`src/rtl/me_control_param.sv`:
```
// Full-search block-matching motion estimator control unit (BLK PEs, start/busy/done).
// Optional `ME_CTRL_HOLD_EN adds a hold input that freezes the RUN sequence.
module me_control_param #(
   parameter  int BLK = 16,
   localparam int LB  = $clog2(BLK),
   localparam int CW  = 3*LB + 1
) (
   input  logic            clock,
   input  logic            reset,
   input  logic            start,
`ifdef ME_CTRL_HOLD_EN
   input  logic            hold,
`endif
   output logic [BLK-1:0]  S1S2mux,
   output logic [BLK-1:0]  newDist,
   output logic [BLK-1:0]  PEready,
   output logic            CompStart,
   output logic [LB-1:0]   VectorX,
   output logic [LB-1:0]   VectorY,
   output logic [2*LB-1:0] AddressR,
   output logic [2*LB+1:0] AddressS1,
   output logic [2*LB+1:0] AddressS2,
   output logic            busy,
   output logic            done
);

   localparam int RUNLEN = BLK**3 + BLK;
   localparam logic [LB-1:0] XMAX = LB'(BLK-1);

   typedef enum logic [1:0] {IDLE, RUN, FIN} state_t;

   state_t state, nextState;
   logic [CW-1:0] cnt, cntNext;
   logic holdI;

`ifdef ME_CTRL_HOLD_EN
   assign holdI = hold;
`else
   assign holdI = 1'b0;
`endif

   always_ff @(posedge clock) begin
      if (reset) begin
         state <= IDLE;
         cnt   <= '0;
      end else begin
         state <= nextState;
         cnt   <= cntNext;
      end
   end

   always_comb begin
      nextState = state;
      cntNext   = '0;
      unique case (state)
         IDLE: if (start) nextState = RUN;
         RUN: begin
            cntNext = cnt;
            if (!holdI) begin
               if (cnt == CW'(RUNLEN-1)) nextState = FIN;
               else cntNext = cnt + CW'(1);
            end
         end
         FIN:     nextState = IDLE;
         default: nextState = IDLE;
      endcase
   end

   logic            run, strobeEn, inBlk, inCmp, loHit, peHit;
   logic [LB-1:0]   x, y, v;
   logic [2*LB-1:0] lo;
   logic [LB:0]     sumVY, vyFull;
   logic [BLK-1:0]  oneHot;

   assign run      = (state == RUN);
   assign strobeEn = run && !holdI;
   assign x        = cnt[LB-1:0];
   assign y        = cnt[2*LB-1:LB];
   assign v        = cnt[3*LB-1:2*LB];
   assign lo       = cnt[2*LB-1:0];
   // cnt never reaches 2*BLK^3, so the top bit alone marks the flush tail
   assign inBlk    = run && !cnt[3*LB];
   assign inCmp    = run && (cnt[CW-1:2*LB] != '0);
   assign loHit    = (lo[2*LB-1:LB] == '0);
   assign peHit    = inCmp && loHit;
   assign sumVY    = {1'b0, v} + {1'b0, y};
   assign vyFull   = cnt[CW-1:2*LB] - (LB+1)'(1);
   assign oneHot   = BLK'(1) << lo[LB-1:0];

   always_comb begin
      S1S2mux   = '0;
      newDist   = '0;
      PEready   = '0;
      CompStart = inCmp && strobeEn;
      VectorX   = '0;
      VectorY   = '0;
      AddressR  = '0;
      AddressS1 = '0;
      AddressS2 = '0;
      if (run) AddressR = lo;
      if (inBlk) begin
         S1S2mux   = {BLK{1'b1}} >> (XMAX - x);
         AddressS1 = {sumVY, 1'b0, x};
         AddressS2 = {sumVY, 1'b1, x};
         if (loHit && strobeEn) newDist = oneHot;
      end
      if (peHit) begin
         VectorX = lo[LB-1:0];
         VectorY = vyFull[LB-1:0];
         if (strobeEn) PEready = oneHot;
      end
   end

   assign busy = run;
   assign done = (state == FIN);

endmodule
```
`config.mk`:
```
export PLATFORM = sky130hd
export DESIGN_NAME = me_control_param
export DESIGN_NICKNAME = d
export VERILOG_FILES = /design/src/rtl/me_control_param.sv
export SDC_FILE = /design/constraint.sdc
export NUM_CORES = 1
export LEC_CHECK = 0
export ABC_CLOCK_PERIOD_IN_PS = 1800
export BUFFER_PORTS_ARGS = -buffer_cell sky130_fd_sc_hd__buf_2
export CAP_MARGIN = 20
export CORE_MARGIN = 5
export CORE_UTILIZATION = 45
export DETAILED_ROUTE_END_ITERATION = 7
export PLACE_DENSITY = 0.91
export SLEW_MARGIN = 20
export SYNTH_ARGS = -nofsm -noshare
export SYNTH_HDL_FRONTEND = slang
export SYNTH_SLANG_ARGS = --single-unit
```
`constraint.sdc`:
```
create_clock -name clock -period 1.8 [get_ports clock]
set_input_delay 0.18 -clock clock [delete_from_list [all_inputs] [get_ports clock]]
set_output_delay 0.18 -clock clock [all_outputs]
set_load 0.02 [all_outputs]
```
* After elaboration in Yosys (flattened, before gate mapping)
Index checks and enable logic that the tools add are counted.
Cells by class: bitwise logic cells 1, shifts and indexed selects 2, equality and inequality tests 5, add/subtract/negate cells 4, muxes and demuxes 13, reductions and logical operators 11
Operators by type and width (count):
- 2-to-1 mux 16 bit | 5
- 2-to-1 mux 10 bit | 2
- << shifter 1 x 4 -> 16 bit, first input constant | 1
- >> shifter 16 x 4 -> 16 bit, first input constant | 1
- adder 13 x 1 -> 13 bit, second input constant | 1
- == test 13 bit, second input constant | 1
- 2-to-1 mux 4 bit | 2
- 2-to-1 mux 8 bit | 1
- adder 4 x 4 -> 5 bit | 1
- logical AND 1 bit | 5
- nonzero test 5 bit | 1
- zero test 4 bit | 1
- 2-to-1 mux 2 bit | 2
- case mux 2 bit (2 select lines) | 1
- subtractor 4 x 1 -> 4 bit, second input constant | 1
- subtractor 4 bit, first input constant | 1
- == test 2 x 1 -> 1 bit, second input constant | 1
- == test 2 bit, second input constant | 1
- zero test 2 bit | 1
- inequality test 2 x 1 -> 1 bit, second input constant | 1
- inequality test 2 bit, second input constant | 1
- AND reduction 2 bit | 1
- OR reduction 2 bit | 1
- zero test 1 bit | 1
- NOT 1 bit | 1
Storage, ports and cells: output and inout bits 87, bits of input ports 3, logic and storage cells 38, register bits 15

* Depth between registers and ports, before layout
word-level depth 4, gate-level depth with buffers 7

* Worst setup path after synthesis
OpenSTA, ideal clock, no wires.
kind register to output, start register cnt[5], end output AddressS2[7], cell stages (with the launch flop) 7, slack -279 ps, path buffers 2, arrival 1899 ps, cell sequence dfxtp_1 > buf_2 > inv_1 > fa_1 > nor2b_1 > nor3_1 > buf_4
On the way: cells in the longest elaborated chain, start to end 2
RTL lines:
- from (decl) | line 33 | logic [CW-1:0] cnt, cntNext;
- from (signal assigned) | line 48 | cnt <= cntNext;
- adder 4 x 4 -> 5 bit | line 86 | assign sumVY = {1'b0, v} + {1'b0, y};
- 2-to-1 mux 10 bit | line 101 | if (inBlk) begin
- to (decl) | line 22 | output logic [2*LB+1:0] AddressS2,
No other way between the ends.

* Worst setup path after layout
start register cnt[4], end output newDist[4]
On the way: cells in the longest elaborated chain, start to end 4
RTL lines:
- zero test 4 bit | line 84 | assign loHit = (lo[2*LB-1:LB] == '0);
- logical AND 1 bit | line 105 | if (loHit && strobeEn) newDist = oneHot;
- 2-to-1 mux 16 bit | line 105
- 2-to-1 mux 16 bit | line 101
- to (decl) | line 15 | output logic [BLK-1:0] newDist,
No other way between the ends.

==> impl_summary.log <==
INFO  metric status = finished with violations
INFO  metric failed_checks = negative setup slack
INFO  metric placement.io_buffers = 88
INFO  metric clk_root_buffer_cell = clkbuf_4
INFO  metric timing.setup.tns = -15.26 ns
INFO  metric finish.cell_count_without_fillers = 382
INFO  metric crit_fanout = 10
INFO  metric worst_skew_pair.late_latency = 0.31 ns
INFO  metric dr.first_iter.drc_count = 529
INFO  metric placed_cells = 362
INFO  metric grtUsageTotal = 0.287
INFO  metric critPathLaunchType = register
INFO  metric rsz0062_at_grt = true
INFO  metric timing_max_transition_violations_final = 0
INFO  metric pin_count = 90
INFO  metric holdCritPathClass = in2reg
INFO  metric dominantRegCellSynth = dfxtp_1
INFO  metric max-vdd-ir-drop = 0.227 mV
INFO  metric syn-num-nets = 252
INFO  metric critical_path_class = reg2out
INFO  metric grt_pass1_vias = 2267
INFO  metric post_cts_hold_buffer_count = 0
INFO  metric highest-signal-layer = met4
INFO  metric layout.core_utilization = 0.823
INFO  metric fin_skew = 0.0123 ns
INFO  metric place_hpwl = 4.32 mm
INFO  metric critical_path.endpoint_type = output pin
INFO  metric tritoncts = built
INFO  metric clock_tree.htree_level_count = 1
INFO  metric place_congestion = 0.920
INFO  metric grt_overflow = 0
INFO  metric avgSynthCellArea = 6.98 um2
INFO  metric place_ws = 0.00939 ns
INFO  metric remaining_drc_errors = 0
INFO  metric achievable-frequency = 448 MHz
INFO  metric fp-row-count = 21
INFO  metric layout-drive-gt1-share = 0.580
INFO  metric most-common-layout-cells = buf_4, buf_2, nor2_1, buf_6
INFO  metric met3_length = 1.49 mm
INFO  metric floorplan.die_area = 4930 um2
INFO  metric avgRoutedWirePerCell = 26.1 um
INFO  metric count_of_vias_placed_by_the_detailed_router = 2618
INFO  metric post-route-period-util = 1.24
INFO  metric slew_headroom = 0.586
INFO  metric synth_area = 1630 um2
INFO  metric floorplan.die.width = 70.2 um
INFO  metric avgViaCountPerCell = 6.85
INFO  metric synthesis.instances = 234
INFO  metric detailroute.wirelength.met2 = 4.29 mm
INFO  metric routed_wl = 9.98 mm
INFO  metric yosys_register_bits = 15
INFO  metric nets = 355
INFO  metric power-per-cell-area = 242 nW/um2
INFO  metric reg2reg_slack = 0.02 ns
INFO  metric grt_pass1_wl = 11.5 mm
INFO  metric largest_net_degree_at_the_start_of_global_routing = 22
INFO  metric worst_ep_required_time = 1.62 ns
INFO  metric number_of_diodes = 0
INFO  metric post-layout-total-power = 680 uW
INFO  metric proportion_of_synthesized_chip_area_in_sequential_cells = 0.184
INFO  metric cap_violations = 0
INFO  metric detailedRoute.firstPassIterationCount = 6
INFO  metric timing.final.crit_period = 2.23 ns
INFO  metric start_util = 0.478
INFO  metric area_growth_syn_to_layout = 72.1%
INFO  metric drt.antenna.violating_nets = 0
INFO  metric antenna_violations_before_repair = 0
INFO  metric count_of_synthesis_stage_warnings_from_yosys = 0
INFO  metric clock-sinks = 15
INFO  metric layout_commonest_cell = buf_4
INFO  metric met1_length = 3.33 mm
INFO  metric postLayoutSetupSlackWorst = -0.431 ns
INFO  metric yosys.cell_types.count = 46
INFO  metric worst_setup_hold_path_clk_slew = 0.11 ns
INFO  metric core_region_area = 3420 um2
INFO  metric cts.path.max_buffers = 2
INFO  metric die_y = 70.2 um
INFO  metric synthArstFlopShare = 0
INFO  metric synth_enable_flop_cells = 0
INFO  metric final-hold-violation-count = 0
INFO  metric worstMarginPinSlew = 0.621 ns
INFO  metric setup_viol_count_final = 51
INFO  metric power_leakage = 0.00125 uW
INFO  metric cts-buffers-inserted = 3
INFO  metric critPathArrivalTime = 2.05 ns
## where the power goes
group	leakage (uW)	switching, uW	internal [uW]
clock network	0.0000150	130	86.6
registers	0.000127	6.69	329
logic	0.00111	88.6	38.9
## critical path, cell delays in order (launching register included)
cell	delay, ns
dfxtp_4	0.38
buf_6	0.15
nor4_4	0.35
buf_6	0.18
nand4b_1	0.26
nor2_1	0.24
buf_4	0.17
## area by class of cell
type                       instances  area (um2)
multi-input combinational        181        1420
timing repair buffer             123         921
fill                             164         606
sequential                        15         325
inverter                          13        57.6
tap                               46        57.6
clock buffer                       4        26.3
## stage by stage
| stage | hold slack (ns) | instance area [um2] |
|---|---|---|
| floorplan | 0.263 | 1670 |
| global placement | 0.380 | 2140 |
| detailed placement | 0.380 | 2140 |
| CTS | 0.0786 | 2520 |
| global route | 0.0661 | 2810 |
| finish | 0.0562 | 2810 |
## sequential cells by signal, indices dropped and copies added (netlist names)
name and cells:
cnt 13, state 2
## logic make-up after synthesis
| logic type | share of synthesized area |
|---|---|
| DFF | 0.184 |
| muxes | 0.0184 |
| and+or+nand+nor | 0.427 |
| AOI/OAI and AO/OA | 0.107 |
| xor gates and xnor gates | 0.0107 |
| other | 0.00230 |
| adders and majority gates | 0.120 |
| buffers and inverters | 0.132 |
## path summary, 6_finish.rpt
kind / startpoint / end / cells after the start
hold / removal: reset / state[0] / 2
setup reg to reg: cnt[5] / cnt[1] / 5
setup / recovery: cnt[4] / newDist[4] / 6
hold reg to reg: state[0] / state[0] / 1
## cells in the mapped netlist, types with 2 or more instances
library cell  instances  area share
a21oi_1              17       0.052
and2_1               12       0.046
and3_1                2      0.0077
and4_1                2       0.011
buf_2                 4       0.012
buf_4                15       0.069
clkbuf_1              6       0.014
dfxtp_1              15        0.18
ha_1                 14        0.11
inv_1                12       0.028
mux2i_1               3       0.018
nand2_1              16       0.037
nand2b_1              4       0.015
nand3_1               7       0.021
nand4_1               6       0.023
nand4b_1              3       0.016
nor2_1               46        0.11
nor2b_1               5       0.019
nor3_1                9       0.028
o21ai_0               7       0.021
o31ai_1               2      0.0092
or3_1                 2      0.0077
xnor2_1               2       0.011
## timing repair
| item | CTS | global route |
|---|---|---|
| cloned | 2 | 0 |
| gates resized for setup | 84 | 64 |
| pin swaps | 27 | 15 |
| endpoints found under the setup margin | 52 | 70 |
| buffers inserted | 7 | 7 |
## layer usage
layer,up-vias,GRT usage
met5,-,0
met4,0,0.149
met3,116,0.0832
met2,337,0.495
met1,1174,0.315
li1,991,-
(Power assumes the default switching activity.)
